**src/rtl/mem_arb_pkg.sv**
```systemverilog
// Shared types for the mem_arb fetch/data arbiter: FSM state and requester identity.
package mem_arb_pkg;

    typedef enum logic {
        IDLE = 1'b0,
        BUSY = 1'b1
    } state_e;

    typedef enum logic {
        REQ_IF = 1'b0,
        REQ_D  = 1'b1
    } req_id_e;

endpackage

```
**src/rtl/mem_arb_prio.sv**
```systemverilog
// Winner selection between fetch and data requesters; data has priority unless the
// optional starve guard (MEM_ARB_STARVE_GUARD_EN) forces a fetch after STARVE_MAX data grants.
module mem_arb_prio
    import mem_arb_pkg::*;
`ifdef MEM_ARB_STARVE_GUARD_EN
#(
    parameter int STARVE_MAX = 4
)
`endif
(
`ifdef MEM_ARB_STARVE_GUARD_EN
    input  logic    clk,
    input  logic    rst_n,
`endif
    input  logic    arb_en,
    input  logic    if_req,
    input  logic    d_req,
    output logic    grant,
    output req_id_e winner
);

    assign grant = arb_en && (if_req || d_req);

`ifdef MEM_ARB_STARVE_GUARD_EN
    localparam int CNT_W = $clog2(STARVE_MAX + 1);

    logic [CNT_W-1:0] starve_cnt_reg;
    logic             starved;

    assign starved = (starve_cnt_reg == CNT_W'(STARVE_MAX));
    assign winner  = (d_req && !(if_req && starved)) ? REQ_D : REQ_IF;

    // Counts only data grants that actually made a waiting fetch wait longer.
    always_ff @(posedge clk or negedge rst_n) begin
        if (!rst_n) begin
            starve_cnt_reg <= '0;
        end else if (!if_req) begin
            starve_cnt_reg <= '0;
        end else if (grant && (winner == REQ_IF)) begin
            starve_cnt_reg <= '0;
        end else if (grant && (winner == REQ_D) && !starved) begin
            starve_cnt_reg <= starve_cnt_reg + 1'b1;
        end
    end
`else
    assign winner = d_req ? REQ_D : REQ_IF;
`endif

endmodule

```
**src/rtl/mem_arb.sv**
```systemverilog
// Two-requester arbiter in front of a single-port memory: IDLE/BUSY FSM plus captured command
// and response registers. Optional starve guard enabled by MEM_ARB_STARVE_GUARD_EN.
module mem_arb
    import mem_arb_pkg::*;
#(
    parameter int DW         = 32,
    parameter int AW         = 32,
    parameter int STARVE_MAX = 4
) (
    input  logic          clk,
    input  logic          rst_n,
    input  logic          if_req,
    input  logic [AW-1:0] if_addr,
    output logic          if_gnt,
    output logic          if_rvalid,
    output logic [DW-1:0] if_rdata,
    input  logic          d_req,
    input  logic          d_we,
    input  logic [AW-1:0] d_addr,
    input  logic [DW-1:0] d_wdata,
    output logic          d_gnt,
    output logic          d_rvalid,
    output logic [DW-1:0] d_rdata,
    output logic [AW-1:0] m_addr,
    output logic [DW-1:0] m_wdata,
    output logic          m_rd,
    output logic          m_wr,
    input  logic [DW-1:0] m_rdata,
    input  logic          m_ready,
    output logic          busy
);

    if (STARVE_MAX < 1) begin : g_starve_max_check
        $error("mem_arb: STARVE_MAX must be at least 1");
    end

    state_e        state_reg;
    req_id_e       id_reg;
    logic          we_reg;
    logic [AW-1:0] addr_reg;
    logic [DW-1:0] wdata_reg;
    logic          if_rvalid_reg;
    logic          d_rvalid_reg;
    logic [DW-1:0] if_rdata_reg;
    logic [DW-1:0] d_rdata_reg;

    logic          grant;
    req_id_e       winner;

`ifdef MEM_ARB_STARVE_GUARD_EN
    mem_arb_prio #(
        .STARVE_MAX (STARVE_MAX)
    ) u_prio (
        .clk    (clk),
        .rst_n  (rst_n),
`else
    mem_arb_prio u_prio (
`endif
        .arb_en (state_reg == IDLE),
        .if_req (if_req),
        .d_req  (d_req),
        .grant  (grant),
        .winner (winner)
    );

    assign if_gnt    = grant && (winner == REQ_IF);
    assign d_gnt     = grant && (winner == REQ_D);
    assign busy      = (state_reg == BUSY);
    assign m_rd      = busy && !we_reg;
    assign m_wr      = busy && we_reg;
    assign m_addr    = addr_reg;
    assign m_wdata   = wdata_reg;
    assign if_rvalid = if_rvalid_reg;
    assign d_rvalid  = d_rvalid_reg;
    assign if_rdata  = if_rdata_reg;
    assign d_rdata   = d_rdata_reg;

    always_ff @(posedge clk or negedge rst_n) begin
        if (!rst_n) begin
            state_reg     <= IDLE;
            id_reg        <= REQ_IF;
            we_reg        <= 1'b0;
            addr_reg      <= '0;
            wdata_reg     <= '0;
            if_rvalid_reg <= 1'b0;
            d_rvalid_reg  <= 1'b0;
            if_rdata_reg  <= '0;
            d_rdata_reg   <= '0;
        end else begin
            if_rvalid_reg <= 1'b0;
            d_rvalid_reg  <= 1'b0;
            case (state_reg)
                IDLE: begin
                    if (grant) begin
                        state_reg <= BUSY;
                        id_reg    <= winner;
                        if (winner == REQ_D) begin
                            addr_reg  <= d_addr;
                            wdata_reg <= d_wdata;
                            we_reg    <= d_we;
                        end else begin
                            addr_reg  <= if_addr;
                            wdata_reg <= '0;
                            we_reg    <= 1'b0;
                        end
                    end
                end
                BUSY: begin
                    // Response goes out the cycle after m_ready, as the arbiter is already back in IDLE.
                    if (m_ready) begin
                        state_reg <= IDLE;
                        if (id_reg == REQ_IF) begin
                            if_rvalid_reg <= 1'b1;
                            if_rdata_reg  <= m_rdata;
                        end else begin
                            d_rvalid_reg <= 1'b1;
                            if (!we_reg) begin
                                d_rdata_reg <= m_rdata;
                            end
                        end
                    end
                end
                default: state_reg <= IDLE;
            endcase
        end
    end

endmodule

```
**config.mk**
```make
export PLATFORM = sky130hd
export DESIGN_NAME = mem_arb
export DESIGN_NICKNAME = d
export VERILOG_FILES = /design/src/rtl/mem_arb_pkg.sv /design/src/rtl/mem_arb_prio.sv /design/src/rtl/mem_arb.sv
export SDC_FILE = /design/constraint.sdc
export NUM_CORES = 1
export LEC_CHECK = 0
export BUFFER_PORTS_ARGS = -buffer_cell sky130_fd_sc_hd__buf_4
export CAP_MARGIN = 15
export CORE_ASPECT_RATIO = 0.7
export CORE_MARGIN = 8
export CORE_UTILIZATION = 46
export DETAILED_ROUTE_END_ITERATION = 12
export PLACE_DENSITY = 0.9
export SKIP_LAST_GASP = 1
export SLEW_MARGIN = 20
export SYNTH_ARGS = -nofsm -noshare
export SYNTH_HDL_FRONTEND = slang
export SYNTH_SLANG_ARGS = --single-unit
export TNS_END_PERCENT = 5
```
**constraint.sdc**
```tcl
create_clock -name clk -period 1.87 [get_ports clk]
set_clock_uncertainty 0.1 [all_clocks]
set_input_delay 0.561 -clock clk [delete_from_list [all_inputs] [get_ports clk]]
set_output_delay 0.561 -clock clk [all_outputs]
set_load 0.01 [all_outputs]
```
**After elaboration in Yosys (flattened, before gate mapping)**

Index checks and enable logic that the tools add are counted.

- Flip-flop bits (word level): 133
- Bits in latches: 0
- RAM bits: 0
- ROM bits: 0
- Memories: 0

- Add/subtract/negate cells: 0
- Multipliers: 0
- Div/mod/pow operators: 0
- Magnitude comparators: 0
- Equality and inequality tests: 0
- Shifts and indexed selects: 0
- Mux-type cells: 13
- Bitwise gates (word level): 4
- Reduce and logical (&&, ||, !) cells: 10

Operator list:

| kind | number |
|---|---|
| two-way mux 32 bit | 2 |
| two-way mux 1 bit | 10 |
| logical AND 1 bit | 5 |
| inverter 1 bit | 4 |
| AND reduction 4 bit | 1 |
| AND reduction 3 bit | 1 |
| case mux 1 bit (2 select lines) | 1 |
| AND reduction 2 bit | 1 |
| zero test 1 bit | 1 |
| logical OR 1 bit | 1 |

**Logic depth before layout (Yosys ltp)**

- Depth in word-level cells: 4
- Mapped depth: 6

**Cells and area by module**

Synthesis repeated with hierarchy kept, for this count alone.

- Cells, all modules: 397
- Area total of the unflattened synthesis: 5784.3 µm²

By module, submodules not included:

| module | times used | cells each | area each (µm²) | seq. area each (µm²) |
|---|---|---|---|---|
| mem_arb | 1 | 395 | 5769.3 | 3328.2 |
| mem_arb_prio | 1 | 2 | 15.0 | 0.0 |

**Least setup slack after synthesis**

Ideal clock, no wire load.

- Kind: input port to output port
- From: in d_req
- To: out d_gnt
- Data arrival time: 1.179 ns
- Required time: 1.209 ns
- Setup slack: 0.030 ns
- Cell stages on the path: 5
- Path through: buf_2 nand2b_1 buf_2 inv_2 buf_2

- Cells in the longest elaborated chain, start to end: 3
- Elaborated cells on any way between the ends: 4
- Those cells by class: 1 x mux; 3 x reduce/logical

RTL lines:

| element | RTL line | RTL |
|---|---|---|
| from (decl) | mem_arb.sv:17 | `input logic d_req,` |
| logical OR 1 bit | mem_arb_prio.sv:22 | `assign grant = arb_en && (if_req \|\| d_req);` |
| logical AND 1 bit | mem_arb_prio.sv:22 |  |
| logical AND 1 bit (*) | mem_arb.sv:67 | `assign d_gnt = grant && (winner == REQ_D);` |
| to (decl) | mem_arb.sv:21 | `output logic d_gnt,` |

Mark *: on every way between the ends. The rest lies on a longest branch, timed or not.

**Final worst setup path**

- From: reg state_reg (netlist: busy)
- To: out if_gnt

- Cells in the longest elaborated chain, start to end: 3

RTL lines:

| element | RTL line | RTL |
|---|---|---|
| from (decl) | mem_arb.sv:37 | `state_e state_reg;` |
| from (signal assigned) | mem_arb.sv:80 | `state_reg <= IDLE;` |
| from (signal assigned) | mem_arb.sv:95 | `state_reg <= BUSY;` |
| from (signal assigned) | mem_arb.sv:111 | `state_reg <= IDLE;` |
| inverter 1 bit (no line) | -- |  |
| logical AND 1 bit | mem_arb_prio.sv:22 |  |
| logical AND 1 bit | mem_arb.sv:66 | `assign if_gnt = grant && (winner == REQ_IF);` |
| to (decl) | mem_arb.sv:14 | `output logic if_gnt,` |

Every way passes these cells.

==> impl_metrics.csv <==
group,metric,value,unit
run_status,outcome,"finished clean",
routing,drc_errors,0,
min_path,min_from,"d_wdata[21]",
synthesis,ys_seq_elements,133,
floorplan,die-area,15410,sq um
worst_setup_path,critPathTopFamily,"flip-flops",
global_routing,grt_pass1_vias,4808,
synthesis,yosys.area.top_type,"dfrtp_1",
worst_setup_path,r2r_end,"d_rdata[31]",
synthesis,seq_area_frac_synth,62.11,%
synthesis,synth_common_cells,"dfrtp_1 (133), mux2_2 (34), nor2_1 (34)",
clock_tree,clock-sinks,133,
floorplan,die_h,106.3,um
power_and_ir_drop,p_per_area,1409,nW/um^2
worst_setup_path,cp_max_fo,6,
timing,fin_ws,22.70,ps
routing,num_vias,4377,
global_routing,grt_pass1_wl,26860,um
global_routing,grt_usage,21.83,%
synthesis,synth_most_common_cell,"dfrtp_1",
clock_tree,path_clk_slew,60,ps
timing,finalSetupViolCount,0,
worst_setup_path,reg2reg_setup_slack,230,ps
synthesis,syn_nets,508,
floorplan,rows,33,
worst_setup_path,crit_chain,"nand2b_4 -> nor2_4 -> buf_6",
placed_design,gp_congestion,0.8771,
synthesis,synth_flop_cell,"dfrtp_1",
routing,wl_per_cell,20.83,um
worst_setup_path,r2r_cells,5,
layout,drive_above_1_share,59.15,%
layout,antennaDiodeCount,0,
synthesis,synth.cell_area,5359,sq um
placed_design,post-place-ws,76.23,ps
worst_setup_path,cp-start-kind,"flop",
flow_run,maxCapViolCount,0,
power_and_ir_drop,p_sw,3.464,mW
synthesis,synthesis.instances,374,
floorplan,core_area,11520,sq um
routing,via_per_inst,5.351,
clock_tree,tritoncts,"yes",
timing,slew_viol_final,0,
global_routing,grt_max_degree,52,
synthesis,syn_area_per_cell,14.33,sq um
synthesis,yosys_warnings,0,
power_and_ir_drop,power.total,11.59,mW
clock_tree,ctsRootBufferMaster,"clkbuf_16",
worst_setup_path,r2r_start,"busy",
worst_setup_path,worstSetupPathType,"reg -> out",
placed_design,placed_area,7565,sq um
routing,first_pass_iters,4,
power_and_ir_drop,comb_power_share,32.5,%
power_and_ir_drop,seqPwrFrac,38.4,%
synthesis,yosys.cell_types.count,23,
layout,synthToLayoutAreaGrowth,53.42,%
clock_tree,cts_max_level,4,
global_routing,antenna_found_initial,0,
min_path,hold_path_depth,2,
timing,relSlewSlack,74.97,%
placed_design,placed_cells,783,
floorplan,die_x,145.0,um
layout,fin_area,8222,sq um
worst_setup_path,cp_slowest_stage_delay,440,ps
clock_tree,clk_path_buf_depth,2,
clock_tree,cts_buffers,17,
timing,period_share,98.79,%
min_path,min_path_type,"in -> reg",
synthesis,synth_edf_count,0,
min_path,whs_endpoint,"m_wdata[21]",
floorplan,initial_core_util,46.52,%
layout,final_cells,818,
power_and_ir_drop,ir_drop,0.0006984,V
layout,utilization,71.37,%
power_and_ir_drop,p_leak,4.034,nW
power_and_ir_drop,clockPowerShare,29.1,%
timing,rsz0062_at_grt,"yes",
power_and_ir_drop,p_int,8.123,mW
synthesis,netlist.area_leader.share,62.11,%
worst_setup_path,arrival,1190,ps
timing,fmax,541.3,MHz
timing,finalHoldViolations,0,
routing,final_antenna_net_count,0,
synthesis,async_reset_ff_share,100.0,%
layout,multi_input_area,1836,sq um
power_and_ir_drop,sw_frac_of_total,29.89,%
timing,post-route-min-period,1847,ps
floorplan,io_pins,269,
timing,holdWs,279.9,ps
timing,finalSetupTns,0,ps
placed_design,dp_hpwl,12720,um
worst_setup_path,slowest_stage,"dfrtp_2",
clock_tree,insertion_delay,390,ps
global_routing,overflow,0,
routing,drt_iter0_markers,310,
layout,seqCellArea,3329,sq um
worst_setup_path,end_kind,"output port",
placed_design,port_buffers,268,
routing,wl,17040,um
layout,num-nets-final,782,
synthesis,synthTopCellsByArea,"dfrtp_1 (62%), mux2_4 (8.4%), mux2_2 (7.1%), a22o_1 (5.4%), o32ai_1 (5.2%)",
worst_setup_path,cp_num_buf_inv,1,
layout,fillCellCount,774,
worst_setup_path,crit_required,1210,ps
timing,worstMarginPinSlew,375.4,ps
[worst max path at each step]
stage / startpoint / to / slack [ps] / cells past startpoint
6_report: busy / if_gnt / 20 / 3
4_1_cts: busy / if_gnt / -1 / 3
3_3_place_gp: d_req / d_gnt / 100 / 4
5_1_grt: busy / m_rd / -30 / 3
3_5_place_dp: d_req / m_addr[23] / 80 / 5
2_1_floorplan: d_req / d_gnt / 30 / 5
[metal layers]
layer	vias up	global-route usage (%)	wire, um
met5	-	0	0
met4	0	6.731	318
met3	24	8.401	1462
met2	230	35.61	8405
met1	2170	26.53	6857
li1	1953	-	-
[placed cells by master (no fill, tap or decap), types with 7 or more instances in the layout]
cell	Yosys	final
buf_4	6	278
o22ai_1	32	32
o32ai_1	32	32
buf_12	3	7
mux2_2	34	34
a22o_1	33	33
dfrtp_1	133	132
mux2_4	30	30
clkbuf_16	0	17
nor2_1	34	33
[kinds of logic after synthesis]
family	count (synthesis)	share of synthesized area (%)
muxes	64	15.55
AOI/OAI and AO/OA	98	14.50
DFF	133	62.11
buffers and inverters	34	4.156
and+or+nand+nor	45	3.689
[power groups by stage]
stage	Combinational (mW)	Clock [mW]	Sequential, mW
2_1_floorplan	1.28	0	4.76
3_3_place_gp	3.68	0	4.39
3_5_place_dp	3.80	0	4.46
4_1_cts	3.82	3.44	4.44
5_1_grt	4.02	3.56	4.55
6_report	3.76	3.38	4.45
[cell type report]
cell class | count | area share [%]
Multi-Input combinational cell | 207 | 22.33
Sequential cell | 133 | 40.50
Clock buffer | 18 | 5.220
Tap cell | 157 | 2.389
Inverter | 2 | 0.09131
Timing Repair Buffer | 287 | 27.35
Clock inverter | 14 | 2.131
[what timing repair did]
item / CTS / global route
gates resized for setup: 6 / 0
gates cloned: 0 / 0
endpoints found under the hold margin: 13 / 0
hold buffers: 1 / 0
buffers inserted: 2 / 0
endpoints found under the setup margin: 4 / 3
Note: power is estimated with default switching activity, not from simulation.
